--- config.mk ---
export PLATFORM = sky130hd
export DESIGN_NAME = piece_move_gen
export DESIGN_NICKNAME = d
export VERILOG_FILES = /design/src/rtl/chess_pkg.sv /design/src/rtl/move_check.sv /design/src/rtl/piece_move_gen.sv
export SDC_FILE = /design/constraint.sdc
export NUM_CORES = 1
export LEC_CHECK = 0
export BUFFER_PORTS_ARGS = -buffer_cell sky130_fd_sc_hd__buf_2
export CAP_MARGIN = 20
export CORE_ASPECT_RATIO = 0.5
export CORE_MARGIN = 5
export CORE_UTILIZATION = 54
export CTS_CLUSTER_SIZE = 24
export DETAILED_ROUTE_END_ITERATION = 10
export GPL_TIMING_DRIVEN = 0
export HOLD_SLACK_MARGIN = 0.12
export PLACE_DENSITY = 0.8
export SLEW_MARGIN = 40
export SYNTH_ARGS = -nofsm -noshare
export SYNTH_HDL_FRONTEND = slang
export SYNTH_HIERARCHICAL = 1
export SYNTH_SLANG_ARGS = --single-unit
--- constraint.sdc ---
create_clock -name clk -period 7.6 [get_ports clk]
set_clock_uncertainty 0.1 [all_clocks]
set_input_delay 1.14 -clock clk [delete_from_list [all_inputs] [get_ports clk]]
set_output_delay 1.14 -clock clk [all_outputs]
set_load 0.005 [all_outputs]
--- src/rtl/chess_pkg.sv ---
// Shared encodings for the piece move generator: square bits, colours,
// direction indices and controller states.
package chess_pkg;

  localparam int SQ_OCC   = 0;
  localparam int SQ_BLACK = 1;
  localparam int SQ_KING  = 2;

  localparam logic COLOR_WHITE = 1'b0;
  localparam logic COLOR_BLACK = 1'b1;

  typedef enum logic [2:0] {
    K_UPLEFT    = 3'd0,
    K_LEFT      = 3'd1,
    K_DOWNLEFT  = 3'd2,
    K_DOWN      = 3'd3,
    K_RIGHTDOWN = 3'd4,
    K_RIGHT     = 3'd5,
    K_UPRIGHT   = 3'd6,
    K_UP        = 3'd7
  } king_dir_e;

  typedef enum logic [2:0] {
    P_DIAG_RIGHT = 3'd0,
    P_DIAG_LEFT  = 3'd1,
    P_FWD        = 3'd2,
    P_DOUBLE     = 3'd3
  } pawn_dir_e;

  typedef enum logic [1:0] {
    ST_IDLE = 2'd0,
    ST_SCAN = 2'd1,
    ST_EMIT = 2'd2,
    ST_DONE = 2'd3
  } state_e;

endpackage

--- src/rtl/move_check.sv ---
// Combinational legality check of one king/pawn candidate move.
// Pawn double step is only legal when PAWN_DOUBLE_STEP_EN is defined.
module move_check
  import chess_pkg::*;
#(
  parameter  int BOARD_DIM = 8,
  localparam int CW        = $clog2(BOARD_DIM)
) (
  input  logic [BOARD_DIM-1:0][BOARD_DIM-1:0][2:0] board,
  input  logic [CW-1:0] row,
  input  logic [CW-1:0] col,
  input  logic          color,
  input  logic          is_king,
  input  logic [2:0]    cand,
  output logic          legal,
  output logic [CW-1:0] dest_row,
  output logic [CW-1:0] dest_col,
  output logic          capture,
  output logic          check
);

  // Two extra bits so that -2 and BOARD_DIM+1 are representable without wrap.
  localparam int SW = CW + 2;
  localparam logic signed [SW-1:0] P1    = SW'(1);
  localparam logic signed [SW-1:0] M1    = -P1;
  localparam logic signed [SW-1:0] DIM_S = SW'(BOARD_DIM);

  logic signed [SW-1:0] fwd, dr, dc, nr, nc;
  logic       on_board, empty, enemy, dbl_ok;
  logic [2:0] dsq;

  always_comb begin
    fwd = (color == COLOR_BLACK) ? P1 : M1;
    dr  = '0;
    dc  = '0;
    if (is_king) begin
      case (cand)
        K_UP:        dr = M1;
        K_UPRIGHT:   begin dr = M1; dc = P1; end
        K_RIGHT:     dc = P1;
        K_RIGHTDOWN: begin dr = P1; dc = P1; end
        K_DOWN:      dr = P1;
        K_DOWNLEFT:  begin dr = P1; dc = M1; end
        K_LEFT:      dc = M1;
        default:     begin dr = M1; dc = M1; end
      endcase
    end else begin
      case (cand)
        P_DOUBLE:    dr = fwd + fwd;
        P_FWD:       dr = fwd;
        P_DIAG_LEFT: begin dr = fwd; dc = M1; end
        default:     begin dr = fwd; dc = P1; end
      endcase
    end
    nr       = $signed({2'b00, row}) + dr;
    nc       = $signed({2'b00, col}) + dc;
    on_board = !nr[SW-1] && !nc[SW-1] && (nr < DIM_S) && (nc < DIM_S);
    dest_row = nr[CW-1:0];
    dest_col = nc[CW-1:0];
    dsq      = on_board ? board[dest_row][dest_col] : 3'b000;
    empty    = !dsq[SQ_OCC];
    enemy    = dsq[SQ_OCC] && (dsq[SQ_BLACK] != color);
  end

`ifdef PAWN_DOUBLE_STEP_EN
  localparam logic [CW-1:0] HOME_W = CW'(BOARD_DIM - 2);
  localparam logic [CW-1:0] HOME_B = CW'(1);
  logic signed [SW-1:0] mr;
  logic [2:0]           msq;

  // The intermediate square is on the board whenever the destination is.
  always_comb begin
    mr     = $signed({2'b00, row}) + fwd;
    msq    = on_board ? board[mr[CW-1:0]][col] : 3'b000;
    dbl_ok = !msq[SQ_OCC] && (row == ((color == COLOR_WHITE) ? HOME_W : HOME_B));
  end
`else
  assign dbl_ok = 1'b0;
`endif

  always_comb begin
    if (is_king) begin
      legal = on_board && (empty || enemy);
    end else begin
      case (cand)
        P_DOUBLE: legal = on_board && empty && dbl_ok;
        P_FWD:    legal = on_board && empty;
        default:  legal = on_board && enemy;
      endcase
    end
    capture = legal && enemy;
    check   = capture && dsq[SQ_KING];
  end

endmodule

--- src/rtl/piece_move_gen.sv ---
// Enumerates the legal moves of one king or pawn as a ready/valid stream.
// Define PAWN_DOUBLE_STEP_EN to add the pawn double step (candidate 3).
module piece_move_gen
  import chess_pkg::*;
#(
  parameter  int BOARD_DIM = 8,
  localparam int CW        = $clog2(BOARD_DIM)
) (
  input  logic          clk,
  input  logic          rst_n,
  input  logic          start,
  input  logic          is_king,
  input  logic          color,
  input  logic [CW-1:0] row,
  input  logic [CW-1:0] column,
  input  logic [BOARD_DIM-1:0][BOARD_DIM-1:0][2:0] board,
  output logic          busy,
  output logic          mv_valid,
  input  logic          mv_ready,
  output logic [CW-1:0] mv_row,
  output logic [CW-1:0] mv_col,
  output logic [2:0]    mv_dir,
  output logic          mv_capture,
  output logic          mv_check,
  output logic          done,
  output logic [3:0]    move_count
);

`ifdef PAWN_DOUBLE_STEP_EN
  localparam logic [2:0] PAWN_FIRST = 3'(P_DOUBLE);
`else
  localparam logic [2:0] PAWN_FIRST = 3'(P_FWD);
`endif
  localparam logic [2:0] KING_FIRST = 3'(K_UP);

  state_e        state_q;
  logic [2:0]    cand_q;
  logic [BOARD_DIM-1:0][BOARD_DIM-1:0][2:0] board_q;
  logic [CW-1:0] row_q, col_q;
  logic          color_q, king_q;
  logic          busy_q, mv_valid_q, done_q, mv_capture_q, mv_check_q;
  logic [CW-1:0] mv_row_q, mv_col_q;
  logic [2:0]    mv_dir_q;
  logic [3:0]    move_count_q;

  logic          chk_legal, chk_capture, chk_check;
  logic [CW-1:0] chk_row, chk_col;
  logic          start_ok;

  assign start_ok = start && (state_q == ST_IDLE);

  // Snapshot is data only; it is meaningless outside an enumeration.
  always_ff @(posedge clk) begin
    if (start_ok) begin
      board_q <= board;
      row_q   <= row;
      col_q   <= column;
      color_q <= color;
      king_q  <= is_king;
    end
  end

  move_check #(.BOARD_DIM(BOARD_DIM)) u_check (
    .board    (board_q),
    .row      (row_q),
    .col      (col_q),
    .color    (color_q),
    .is_king  (king_q),
    .cand     (cand_q),
    .legal    (chk_legal),
    .dest_row (chk_row),
    .dest_col (chk_col),
    .capture  (chk_capture),
    .check    (chk_check)
  );

  always_ff @(posedge clk or negedge rst_n) begin
    if (!rst_n) begin
      state_q      <= ST_IDLE;
      cand_q       <= '0;
      busy_q       <= 1'b0;
      mv_valid_q   <= 1'b0;
      done_q       <= 1'b0;
      mv_capture_q <= 1'b0;
      mv_check_q   <= 1'b0;
      mv_row_q     <= '0;
      mv_col_q     <= '0;
      mv_dir_q     <= '0;
      move_count_q <= '0;
    end else begin
      done_q <= 1'b0;
      case (state_q)
        ST_IDLE: begin
          if (start) begin
            state_q      <= ST_SCAN;
            busy_q       <= 1'b1;
            move_count_q <= '0;
            cand_q       <= is_king ? KING_FIRST : PAWN_FIRST;
          end
        end
        ST_SCAN: begin
          if (chk_legal) begin
            state_q      <= ST_EMIT;
            mv_valid_q   <= 1'b1;
            mv_row_q     <= chk_row;
            mv_col_q     <= chk_col;
            mv_dir_q     <= cand_q;
            mv_capture_q <= chk_capture;
            mv_check_q   <= chk_check;
          end else if (cand_q == 3'd0) begin
            state_q <= ST_DONE;
            busy_q  <= 1'b0;
            done_q  <= 1'b1;
          end else begin
            cand_q <= cand_q - 3'd1;
          end
        end
        ST_EMIT: begin
          if (mv_ready) begin
            mv_valid_q   <= 1'b0;
            move_count_q <= move_count_q + 4'd1;
            if (cand_q == 3'd0) begin
              state_q <= ST_DONE;
              busy_q  <= 1'b0;
              done_q  <= 1'b1;
            end else begin
              state_q <= ST_SCAN;
              cand_q  <= cand_q - 3'd1;
            end
          end
        end
        default: begin
          state_q <= ST_IDLE;
        end
      endcase
    end
  end

  assign busy       = busy_q;
  assign mv_valid   = mv_valid_q;
  assign mv_row     = mv_row_q;
  assign mv_col     = mv_col_q;
  assign mv_dir     = mv_dir_q;
  assign mv_capture = mv_capture_q;
  assign mv_check   = mv_check_q;
  assign done       = done_q;
  assign move_count = move_count_q;

endmodule

# Word level (Yosys, flattened, before mapping)
# Index checks and enable logic that the tools add are counted.
dict set report op_classes {
  add_sub_neg 5
  mul 0
  div 0
  n_lt_le_gt_ge 4
  eq_ne 15
  n_shift 0
  mux 41
  bitwise_logic 0
  reduce_logical 29
}
# cell n
set ops {}
lappend ops {{24-bit binary-select mux with 3-bit select} 1}
lappend ops {{5-bit case mux with 2 select lines} 3}
lappend ops {{24-bit 2-to-1 mux} 1}
lappend ops {{3-bit 2-to-1 mux} 7}
lappend ops {{5-bit 2-to-1 mux} 4}
lappend ops {{3-bit == test (second input constant)} 4}
lappend ops {{4-bit by 5-bit adder with 5-bit output} 2}
lappend ops {{1-bit logical AND} 10}
lappend ops {{5-bit less-than comparator (second input constant)} 2}
lappend ops {{1-bit 2-to-1 mux} 10}
lappend ops {{2-bit 2-to-1 mux} 5}
lappend ops {{3-bit binary-select mux with 3-bit select} 1}
lappend ops {{3-bit case mux with 3 select lines} 1}
lappend ops {{3-bit AND reduction} 3}
lappend ops {{3-bit by 4-bit less-than comparator with 1-bit output (second input constant)} 2}
lappend ops {{4-bit 2-to-1 mux} 2}
lappend ops {{2-bit inequality test (second input constant)} 4}
lappend ops {{4-bit case mux with 2 select lines} 1}
lappend ops {{3-bit by 2-bit == test with 1-bit output (second input constant)} 2}
lappend ops {{1-bit case mux with 2 select lines} 3}
lappend ops {{2-bit case mux with 3 select lines} 1}
lappend ops {{2-bit OR reduction} 3}
lappend ops {{3-bit OR reduction} 2}
lappend ops {{5-bit adder} 1}
lappend ops {{16 further kinds} 19}
dict set report totals {
  reg_bits 223
  latch_bits 0
  ramBits 0
  romBits 0
  inputBits 204
  out_inout_bits 18
  wordCells 173
  mem_count 0
}

# Logic depth before layout (Yosys ltp)
dict set report logic_depth {
  word_depth 17
  depth_mapped 20
  depth_no_buf 18
}

# Cells and area by module
# Netlist, hierarchy kept.
# mod n_inst cells_each area_each_um2 seq_area_each_um2
set modules_own_cells {}
lappend modules_own_cells {piece_move_gen 1 311 7200.7 6581.3}
lappend modules_own_cells {move_check 1 178 2048.2 0.0}

# Least setup slack after synthesis
# OpenSTA, ideal clock, no wires.
dict set report synth_path {
  path_type {input -> register}
  from {input start}
  to {register board_q[0] (netlist name), enable pin}
  setup_ps 585
  arrival_time_ps 5678
  required_ps 6915
  path_slack_ps 1237
  path_stages 1
  path_buffers 0
  path_cell_list {and2_1}
}
dict set report synth_via {
  elab_chain_cells 1
}
# item line_no
set synth_rtl {}
lappend synth_rtl {{start: declaration} piece_move_gen.sv:11} ;# input logic start,
lappend synth_rtl {{1-bit logical AND} piece_move_gen.sv:50} ;# assign start_ok = start && (state_q == ST_IDLE);
lappend synth_rtl {{end signal: assignment} piece_move_gen.sv:55} ;# board_q <= board;
lappend synth_rtl {{end: declaration} piece_move_gen.sv:38} ;# logic [BOARD_DIM-1:0][BOARD_DIM-1:0][2:0] board_q;
# No other way between the ends.
# A chain may end at the register's enable or synchronous reset.

# Worst setup path after layout
dict set report layout_path {
  from {register cand_q[2]}
  to {register mv_col_q[1], in the netlist mv_col[1]}
}
dict set report layout_via {
  elab_chain_cells 16
  word_cells_on_any_way 42
  classes_between {add/sub: 2; order compare: 2; eq/ne: 8; mux: 13; reduce/logical: 17}
}
# item line_no
set layout_rtl {}
lappend layout_rtl {{start: declaration} piece_move_gen.sv:37} ;# logic [2:0] cand_q;
lappend layout_rtl {{start signal: assignment} piece_move_gen.sv:98} ;# cand_q <= is_king ? KING_FIRST : PAWN_FIRST;
lappend layout_rtl {{start signal: assignment} piece_move_gen.sv:115} ;# cand_q <= cand_q - 3'd1;
lappend layout_rtl {{start signal: assignment} piece_move_gen.sv:128} ;# cand_q <= cand_q - 3'd1;
lappend layout_rtl {{3-bit == test, or another cell as far along} move_check.sv:37} ;# case (cand)
lappend layout_rtl {{3-bit OR reduction (no line) / 2-bit OR reduction (equally long branches)} -}
lappend layout_rtl {{5-bit case mux with 2 select lines, on equally long branches} {move_check.sv:37, move_check.sv:48}}
lappend layout_rtl {{5-bit 2-to-1 mux} move_check.sv:36} ;# if (is_king) begin
lappend layout_rtl {{4-bit by 5-bit adder with 5-bit output, on equally long branches} {move_check.sv:55, move_check.sv:56}}
lappend layout_rtl {{24-bit binary-select mux with 3-bit select / 1-bit zero test (equally long branches)} {move_check.sv:60, move_check.sv:57}}
lappend layout_rtl {{24-bit 2-to-1 mux (not written as such) / 1-bit logical AND (equally long branches)} {move_check.sv:60, move_check.sv:57}}
lappend layout_rtl {{3-bit binary-select mux with 3-bit select / 1-bit logical AND (equally long branches)} {move_check.sv:60, move_check.sv:57}}
lappend layout_rtl {{3-bit 2-to-1 mux (not written as such) / 1-bit logical AND (equally long branches)} {move_check.sv:60, move_check.sv:57}}
lappend layout_rtl {{3-bit 2-to-1 mux} move_check.sv:60} ;# dsq = on_board ? board[dest_row][dest_col] : 3'b000;
lappend layout_rtl {{1-bit inequality test} move_check.sv:62} ;# enemy = dsq[SQ_OCC] && (dsq[SQ_BLACK] != color);
lappend layout_rtl {{1-bit logical AND} move_check.sv:62}
lappend layout_rtl {{1-bit logical AND / 1-bit logical OR (equally long branches)} {move_check.sv:88, move_check.sv:83}}
lappend layout_rtl {{1-bit case mux with 2 select lines / 1-bit logical AND (equally long branches)} {move_check.sv:85, move_check.sv:83}}
lappend layout_rtl {{1-bit 2-to-1 mux (*)} move_check.sv:82} ;# if (is_king) begin
lappend layout_rtl {{via chk_legal} piece_move_gen.sv:46} ;# logic chk_legal, chk_capture, chk_check;
lappend layout_rtl {{2-bit AND reduction (no line) (*)} -}
lappend layout_rtl {{end signal: assignment} piece_move_gen.sv:106} ;# mv_col_q <= chk_col;
lappend layout_rtl {{end: declaration} piece_move_gen.sv:42} ;# logic [CW-1:0] mv_row_q, mv_col_q;
# The timed path passes the listed nets; every way through them passes the cells marked *. The select of a mux whose other input is x is not followed.

==> impl_metrics.tcl <==
set metrics [dict create \
    seq_area_frac_synth 0.712 \
    ys.warnings.count 6 \
    cts-resized-gates 0 \
    netlist_area_sq_mm 0.00925 \
    dieArea_sq_mm 0.0200 \
    ys_ff_latch 223 \
    drc 0 \
    grtUsageTotal 0.203 \
    grt_pass1_vias 5801 \
    grt_antenna_before_repair 6 \
    numCtsBuffers 20 \
    slew_violations 0 \
    cts_tree "built" \
    drt_iter0_drc 225 \
    r2r_slack_ns 1.73 \
    finalHoldViolations 0 \
    synth_edf_count 200 \
    fillCellCount 1128 \
    timing.fmax_ghz 0.170 \
    routedWlPerCell_um 20.7 \
    insertion_delay_ns 0.50 \
    setup_viol 0 \
    yosysTopAreaCellShare 0.649 \
    peakVddDrop_v 0.000214 \
    dieHeight_um 103 \
    syn_area_per_cell_sq_um 18.9 \
    start_kind "flip-flop" \
    cp_data_required_time_ns 7.88 \
    worstMarginPinSlew_ns 0.759 \
    routed_wirelength_mm 20.3 \
    synth_top_area_cell "edfxtp_1" \
    slew_headroom 0.494 \
    ctsHoldBuffers 0 \
    critPathKind "flip-flop to flip-flop" \
    utilization 0.683 \
    via_per_inst 5.47 \
    cp_max_fo 11 \
    cts.sinks 223 \
    grt_setup_unrepaired "no" \
    grt_max_degree 46 \
    ioPinCount 222 \
    h-tree-depth 1 \
    p_per_area_mw_per_mm2 424 \
    postSynthCellCount 489 \
    grt_overflow_total 0 \
    grt_pass1_wl_mm 31.1 \
    dp_hpwl_mm 15.1 \
    period_share 0.773 \
    final_nets 959 \
    clock-root-buffer "clkbuf_16" \
    cp-end-kind "flip-flop" \
    postCtsSetupRepairBufs 0 \
    leakage_nw 4.41 \
    ys_top_cells_by_area "edfxtp_1 65%, mux4_2 9.0%, dfrtp_1 6.2%, mux4_1 3.4%, ha_1 2.3%" \
    via_count 5359 \
    total_power_mw 4.81 \
    drt-pass1-iter-count 5 \
    cts_buffer_depth 3 \
    ant_nets 0 \
    cap_violations 0 \
    ys_async_sr_fraction 0.103 \
    synth_fp_nets 712 \
    core-area_sq_mm 0.0166 \
    port_buffers 221 \
    arrival_ns 6.15 \
    holdCritPathClass "flip-flop to flip-flop" \
    place_congestion 0.856 \
    layout-drive-gt1-share 0.436 \
    fin_crit_ns 5.87 \
    status "finished clean" \
    area_growth_pct 22.6 \
    synth_flop_cell "edfxtp_1" \
    start_util 0.557 \
    rows 33 \
    clk_pin_slew_ns 0.07 \
    ys_types 54 \
    die-width_um 195 \
]
synthesized netlist by cell type, types with 2 or more instances:
cell type / number
nand2_1: 28
fa_1: 2
xor2_1: 2
o21ai_0: 12
nand3b_1: 2
inv_1: 15
buf_6: 2
a31oi_1: 4
clkbuf_1: 2
nor3_1: 4
buf_2: 8
a22o_1: 6
a211oi_1: 3
o22ai_1: 2
mux2i_1: 11
buf_4: 3
o211ai_1: 2
or4_1: 2
a21oi_1: 11
nand4_1: 3
buf_8: 2
nor2_1: 12
mux2_2: 13
edfxtp_1: 200
or3_1: 2
a2111oi_0: 2
mux4_1: 12
nor2b_1: 6
a311oi_1: 2
mux4_2: 37
nand2b_1: 8
nand3_1: 9
dfrtp_1: 23
ha_1: 17
final timing paths:
path,start,to,depth (start not counted)
max in group asynchronous,rst_n,state_q[0],1
worst min register to register,mv_dir[1],mv_dir[1],2
min in group asynchronous,rst_n,mv_capture,1
worst max-delay path,cand_q[2],mv_col[1],18
worst max register to register,cand_q[2],mv_col[1],18
worst min-delay path,mv_dir[1],mv_dir[1],2
cell families after synthesis:
kind of cell | share of synthesized area
AO/OA/AOI/OAI | 0.0395
XOR/XNOR | 0.00284
adder cells (fa/ha/maj) | 0.0273
buffers and inverters | 0.0202
flip-flops | 0.712
multiplexers | 0.153
AND/OR/NAND/NOR | 0.0455
critical path, cell delays in order (launching register included):
cell	delay, ns
dfrtp_1	0.49
nand2b_1	0.21
nor2_1	0.21
o21ai_0	0.15
ha_1	0.23
fa_1	0.42
xor2_1	0.58
inv_2	0.24
buf_4	0.27
mux4_2	0.32
mux2i_1	0.18
o2111ai_1	0.11
o21bai_1	0.24
nand3b_1	0.13
mux2_1	0.32
a311oi_1	0.62
nand2_1	0.33
buf_2	0.30
mux2_2	0.30
power by group:
group | switching (mW) | internal [mW] | total [mW]
Clock | 0.438 | 0.518 | 0.956
Combinational | 1.12 | 0.984 | 2.10
Sequential | 0.0983 | 1.66 | 1.75
registers in the layout (all words and copies together), names as in the netlist, 2 cells and up:
signal	count
row_q	3
board_q	192
mv_row	3
mv_dir	3
cand_q	3
state_q	2
move_count	4
col_q	3
mv_col	3
metrics by stage:
step | std cells | TNS [ns] | cell area [sq um] | hold WS [ns] | setup WS, ns
global route | 979 | 0 | 11300 | 0.424 | 1.39
global placement | 937 | -49.35 | 10600 | 0.357 | -0.262
finish | 980 | 0 | 11300 | 0.388 | 1.73
CTS | 975 | 0 | 11300 | 0.390 | 1.79
detailed placement | 941 | 0 | 10700 | 0.375 | 1.79
floorplan | 489 | 0 | 9250 | 0.373 | 1.24
layout by cell type (no fill, tap or decap), drive strengths merged, types with 2 or more instances in the layout:
| master | synthesis | routed |
|---|---|---|
| or4 | 2 | 2 |
| mux2 | 14 | 14 |
| a2111oi | 2 | 2 |
| nor2b | 6 | 6 |
| o22ai | 2 | 2 |
| ha | 17 | 17 |
| nor3 | 4 | 4 |
| a21oi | 11 | 11 |
| o21ai | 12 | 12 |
| clkinv | 0 | 13 |
| nand3b | 2 | 2 |
| nand4 | 3 | 3 |
| nand2 | 28 | 28 |
| a22o | 6 | 6 |
| o211ai | 2 | 2 |
| xor2 | 2 | 2 |
| a311oi | 2 | 2 |
| or3 | 2 | 2 |
| inv | 16 | 16 |
| edfxtp | 200 | 200 |
| dfrtp | 23 | 23 |
| diode | 0 | 5 |
| a31oi | 4 | 4 |
| nor2 | 12 | 12 |
| fa | 2 | 2 |
| nand3 | 9 | 9 |
| mux4 | 49 | 49 |
| clkbuf | 2 | 22 |
| mux2i | 11 | 11 |
| nand2b | 9 | 9 |
| buf | 16 | 241 |
| a211oi | 3 | 3 |
area by class of cell:
type	instances	area, sq um	area share
antenna	5	12.5	0.00110
clock inverter	14	109	0.00960
buffer	18	126	0.0111
timing repair buffer	225	1190	0.105
inverter	16	60.1	0.00529
multi-input combinational	232	2480	0.219
sequential	223	6580	0.580
tap	227	284	0.0250
clock buffer	20	500	0.0441
routing by layer:
metal | wire length [um] | global-route usage
met2 | 10500 | 0.360
met5 | 21 | 0
met1 | 8000 | 0.265
met4 | 405 | 0.0520
met3 | 1300 | 0.0411
Power figures use the tool's default switching activity.
